[src/rtl/cla_multiword_add_ctrl_pkg.sv]
// cla_ctrl_pkg: shared FSM state encoding and index-width helper for the multiword CLA sequencer
package cla_ctrl_pkg;
  typedef enum logic [1:0] {ST_IDLE = 2'd0, ST_ADD = 2'd1, ST_DONE = 2'd2} state_t;
  function automatic int idx_w(input int k);
    return k > 1 ? $clog2(k) : 1;
  endfunction
endpackage

[src/rtl/cla_multiword_add_ctrl_if.sv]
// cla_multiword_add_ctrl_if: request/result bundle (start, num1, num2 in; busy, done, result out)
interface cla_multiword_add_ctrl_if #(parameter int N = 8, parameter int K = 4);
  logic start;
  logic [N*K-1:0] num1;
  logic [N*K-1:0] num2;
  logic busy;
  logic done;
  logic [N*K:0] result;
  modport master(output start, num1, num2, input busy, done, result);
  modport slave(input start, num1, num2, output busy, done, result);
endinterface

[src/rtl/cla_multiword_add_ctrl_cla.sv]
// CarryLookAhead_Adder: combinational N-bit carry-lookahead adder, no carry-in; ports num1, num2 in, sum (N+1 bits) out
module CarryLookAhead_Adder #(parameter int N = 9) (
  input  logic [N-1:0] num1,
  input  logic [N-1:0] num2,
  output logic [N:0]   sum
);
  logic [N-1:0] g, p;
  logic [N:0] c;
  logic t;
  assign g = num1 & num2;
  assign p = num1 ^ num2;
  // each carry expanded as a flat sum of generate terms gated by the propagates above them
  always_comb begin
    c = '0;
    t = 1'b0;
    for (int i = 0; i < N; i++) begin
      c[i+1] = g[i];
      t = p[i];
      for (int j = i - 1; j >= 0; j--) begin
        c[i+1] = c[i+1] | (t & g[j]);
        t = t & p[j];
      end
    end
  end
  assign sum = {c[N], p ^ c[N-1:0]};
endmodule

[src/rtl/cla_multiword_add_ctrl.sv]
// cla_multiword_add_ctrl: adds two N*K-bit operands one N-bit chunk per clock through one shared CLA; ports clk, rst, bus (slave: start/num1/num2 in, busy/done/result out)
module cla_multiword_add_ctrl
  import cla_ctrl_pkg::*;
#(parameter int N = 8, parameter int K = 4) (
  input logic clk,
  input logic rst,
  cla_multiword_add_ctrl_if.slave bus
);
  localparam int W = N * K;
  localparam int IW = idx_w(K);
  state_t state, state_nx;
  logic [IW-1:0] idx;
  logic carry;
  logic [W-1:0] opa, opb;
  logic [W:0] result;
  logic [N+1:0] s;
  logic last;
  logic unused_s0;
  // a forced 1 in the LSB of num1 turns cin into a carry into bit 1, so s[N+1:1] = a + b + cin
  CarryLookAhead_Adder #(.N(N + 1)) u_cla (
    .num1({opa[idx*N +: N], 1'b1}),
    .num2({opb[idx*N +: N], carry}),
    .sum (s)
  );
  assign unused_s0 = s[0];
  assign last = idx == IW'(K - 1);
  always_comb state_nx = state == ST_IDLE ? (bus.start ? ST_ADD : ST_IDLE) :
                         state == ST_ADD  ? (last ? ST_DONE : ST_ADD) : ST_IDLE;
  always_ff @(posedge clk)
    if (rst) state <= ST_IDLE;
    else state <= state_nx;
  always_ff @(posedge clk) begin
    if (rst) begin
      idx <= '0;
      carry <= 1'b0;
      opa <= '0;
      opb <= '0;
      result <= '0;
    end else if (state == ST_IDLE && bus.start) begin
      opa <= bus.num1;
      opb <= bus.num2;
      idx <= '0;
      carry <= 1'b0;
    end else if (state == ST_ADD) begin
      result[idx*N +: N] <= s[N:1];
      carry <= s[N+1];
      idx <= idx + 1'b1;
      if (last) result[W] <= s[N+1];
    end
  end
  assign bus.busy = state != ST_IDLE;
  assign bus.done = state == ST_DONE;
  assign bus.result = result;
endmodule

[src/flat_wrapper.sv]
// flat-port wrapper written by rule: the top's interface ports become plain ports
module cla_multiword_add_ctrl_flat import cla_ctrl_pkg::*;
#(parameter int N = 8, parameter int K = 4)
  (clk, rst, bus_start, bus_num1, bus_num2, bus_busy, bus_done, bus_result);
  cla_multiword_add_ctrl_if #(.N(N), .K(K)) bus_i ();
  input logic clk;
  input logic rst;
  input wire logic [$bits(bus_i.start)-1:0] bus_start;
  input wire logic [$bits(bus_i.num1)-1:0] bus_num1;
  input wire logic [$bits(bus_i.num2)-1:0] bus_num2;
  output wire logic [$bits(bus_i.busy)-1:0] bus_busy;
  output wire logic [$bits(bus_i.done)-1:0] bus_done;
  output wire logic [$bits(bus_i.result)-1:0] bus_result;
  assign bus_i.start = bus_start;
  assign bus_i.num1 = bus_num1;
  assign bus_i.num2 = bus_num2;
  assign bus_busy = bus_i.busy;
  assign bus_done = bus_i.done;
  assign bus_result = bus_i.result;
  cla_multiword_add_ctrl #(.N(N), .K(K)) u_core (.clk(clk), .rst(rst), .bus(bus_i));
endmodule
[config.mk]
export PLATFORM = sky130hd
export DESIGN_NAME = cla_multiword_add_ctrl_flat
export DESIGN_NICKNAME = d
export VERILOG_FILES = /design/src/rtl/cla_multiword_add_ctrl_pkg.sv /design/src/rtl/cla_multiword_add_ctrl_if.sv /design/src/rtl/cla_multiword_add_ctrl_cla.sv /design/src/rtl/cla_multiword_add_ctrl.sv /design/src/flat_wrapper.sv
export SDC_FILE = /design/constraint.sdc
export NUM_CORES = 1
export LEC_CHECK = 0
export ABC_AREA = 1
export BUFFER_PORTS_ARGS = -buffer_cell sky130_fd_sc_hd__buf_2
export CORE_MARGIN = 4
export CORE_UTILIZATION = 49
export CTS_CLUSTER_DIAMETER = 120
export CTS_CLUSTER_SIZE = 14
export DETAILED_ROUTE_END_ITERATION = 8
export PLACE_DENSITY = 0.76
export SYNTH_ARGS = -nofsm -noshare
export SYNTH_HDL_FRONTEND = slang
export SYNTH_SLANG_ARGS = --single-unit
[constraint.sdc]
create_clock -name clk -period 2.41 [get_ports clk]
set_clock_uncertainty 0.2 [all_clocks]
set_input_delay 0.241 -clock clk [delete_from_list [all_inputs] [get_ports clk]]
set_output_delay 0.241 -clock clk [all_outputs]
set_load 0.05 [all_outputs]
==> impl_metrics.toml <==
[layout]
drive_above_1_share_pct = 30.0
num_antenna_cells = 0
n_fill_cell = 650
finalNonFillerCells = 928
layout-area-overhead-vs-synth_pct = 46.4
nets = 896
final_common_cell = "nor2_1"
final_cell_mix = "nor2_1 (167), buf_2 (101), dfxtp_1 (100), o21ai_0 (69), dlygate4sd3_1 (63)"

[critical_path]
crit_fanout = 8
critPathBufInv = 1
cp-end-kind = "register"
startpoint = "u_core.idx[1]$_SDFFE_PP0N_"
cpPeakStageDelay_ps = 420
crit_family = "simple AND/OR/NAND/NOR gates"
crit_type = "register to register"
r2r_start = "u_core.idx[1]$_SDFFE_PP0N_"
crit_top_cell = "nand2_4"
path_cells = "clkinvlp_4 > o21ai_2 > o22ai_4 > ha_4 > nand2_4 > nor2_4 > nand3_4 > nand2_4 > or2_4 > nand3_2 > nor2_2 > nand2_1 > a21oi_2"
cp_data_required_time_ps = 2520
crit_slowest_cell = "dfxtp_4"
ff2ff_setup_slack_ps = -160
critPathArrivalTime_ps = 2680
startpoint_type = "register"

[timing]
setup_violations = 25
finalHoldViolCount = 0
drv_slew = 0
fmax_mhz = 389
rsz0062_at_grt = "true"
period_needed_ps = 2570
relSlewSlack_pct = 62.6
fin_ws_ps = -159
finalCritPeriodShare_pct = 107
worst_pin_slew_ps = 556

[clock_tree]
cts_tree = "yes"
cts_root_buf = "clkbuf_8"
numCtsBuffers = 9
cts_max_level = 3
clk_pin_slew_ps = 100
clockBufferDepth = 2
worstSkewPairLatency_ps = 370
clock_sinks = 102

[yosys]
yosys.area_share.simple_pct = 27.2
synth_compound_area_share_pct = 17.6
ys_warn_count = 0
yosys.area_share.adder_pct = 4.79
syn_nets = 719
synth_top_family_by_area = "simple AND/OR/NAND/NOR gates"
synthMuxAreaShare_pct = 0
synth_area_um2 = 4600
yosysSeqAreaShare_pct = 44.4
syn_avg_cell_area_um2 = 7.25
synth_seq_cells = 102
yosysTopAreaCellShare_pct = 44.4
synthCells = 635
synth.area.top_cells = "dfxtp_1 (44%), nor2_1 (14%), o21ai_0 (9.4%), nand2_1 (6.3%), ha_1 (4.4%)"
synth_top_area_cell = "dfxtp_1"
synth_xor_area_share_pct = 0.190
netlist-cell-type-count = 35

[floorplanning]
fp.coreArea_um2 = 9200
die-area_um2 = 11000
start_util_pct = 50.0
num_rows = 35
dieHeight_um = 105
die_w_um = 105
num_io_pins = 102

[routing]
drc = 0
routed_wl_um = 15300
vias_per_cell = 5.52
vias = 5120
drt-initial-drc-count = 271
ant_nets = 0
top_layer_used = "met4"
dr_wl_met2_um = 7740
firstDrtPassIters = 5
wl_per_cell_um = 16.5
wl_met3_um = 851
wl_met1_um = 6120

[global_route]
grt_pass1_vias = 4608
grt_max_degree = 67
grt.overflow.total = 0
track_usage_pct = 23.7
grt_first_pass_wirelength_um = 21500
antenna_found_initial = 0

[placed_design]
placedCellCount = 839
dp_hpwl_um = 8700
gp_congestion = 0.920
io_buffers = 101

[power]
vdd_drop_max_mv = 0.324
power.leakage_nw = 2.96
power_mw = 4.22
powerDensity_nw_per_um2 = 627

[run_status]
outcome = "complete, but fails checks"
violations = "setup timing"

[hold_path]
min_from = "bus_num2[8]"
min_path_type = "primary input to register"

[flow_run]
maxCapViolCount = 0
registers in the layout, indices dropped and copies added, names as in the netlist:
signal and count:
u_core.carry 1, u_core.bus.result 33, u_core.state 2, u_core.idx 2
u_core.opa 32, u_core.opb 32
cell usage after synthesis:
| cell | number |
|---|---|
| xnor2_1 | 1 |
| clkbuf_2 | 1 |
| nand3_2 | 1 |
| nor2_2 | 2 |
| nor2_1 | 175 |
| nor2_4 | 3 |
| nor4_4 | 1 |
| nor3_2 | 1 |
| buf_1 | 1 |
| o21ai_0 | 86 |
| nand2_2 | 9 |
| nor3_1 | 2 |
| inv_2 | 2 |
| nand2_1 | 77 |
| nand2_4 | 1 |
| or2_1 | 1 |
| clkbuf_1 | 18 |
| dfxtp_1 | 102 |
| a21oi_2 | 2 |
| o21a_1 | 1 |
| a21o_1 | 1 |
| clkinv_4 | 1 |
| a31oi_1 | 1 |
| nand3b_1 | 1 |
| ha_1 | 16 |
| inv_1 | 25 |
| nand3_1 | 15 |
| a22oi_1 | 3 |
| fa_1 | 1 |
| a21oi_1 | 32 |
| o21ai_1 | 12 |
| buf_2 | 15 |
| nand4_1 | 8 |
| o22ai_1 | 16 |
| buf_4 | 1 |
through the flow:
stage | worst slack [ps] | area [um^2] | setup TNS [ps] | util [%] | hold WS [ps]
after global placement | 8.10 | 5340 | 0 | 58.1 | 250
after detailed placement | -139 | 5340 | -1750 | 58.1 | 253
after CTS | 4.05 | 6290 | 0 | 68.4 | 5.67
after floorplan | 6.81 | 4630 | 0 | - | 190
after global routing | -208 | 6740 | -4050 | 73.3 | 25.5
final | -159 | 6740 | -2110 | 73.3 | 20.8
final timing paths:
check | endpoint | cells after the start
setup / recovery | u_core.bus.result[13]$_SDFFE_PP0P_ | 13
hold / removal | u_core.opb[8]$_SDFFE_PP0P_ | 3
setup reg to reg | u_core.bus.result[13]$_SDFFE_PP0P_ | 13
hold reg to reg | u_core.bus.result[10]$_SDFFE_PP0P_ | 2
final cells by class:
cell class	instances	area [um^2]	area share, %
repair buffers	201	1530	22.7
repair inverters	1	7.51	0.111
well taps	111	139	2.06
clock inverters	6	92.6	1.37
multi-input cells	469	2680	39.7
inverters	28	119	1.76
clock buffers	10	128	1.89
flip-flops and latches	102	2050	30.4
timing repair:
item,4_1_cts,5_1_grt
gates cloned,1,3
pin swaps,6,40
setup endpoints to repair,27,33
buffers inserted,3,3
resized for setup,17,94
hold endpoints to repair,63,0
hold buffers,63,0
layer usage:
metal  track usage (%)  vias up
met4              9.65        0
met1              29.1     2416
met3              4.20       56
met2              40.8      213
li1                  -     2435
met5                 0        -
worst min-delay path, stage by stage:
cell     delay [ps]
buf_2            80
o21ai_0         130
nor2_1          110
power breakdown:
group | internal (mW) | switching, mW | total [mW]
registers | 1.79 | 0.0753 | 1.87
logic | 0.491 | 0.657 | 1.15
clock network | 0.595 | 0.615 | 1.21
cells by family (layout without fill, tap and decap cells):
logic type,after synthesis,count (layout)
AOI/OAI and AO/OA,154,154
xor gates and xnor gates,1,1
adders and majority gates,17,17
buffers and inverters,64,246
DFF,102,102
and+or+nand+nor,297,297
No activity file was read; power rests on OpenSTA's default activity.
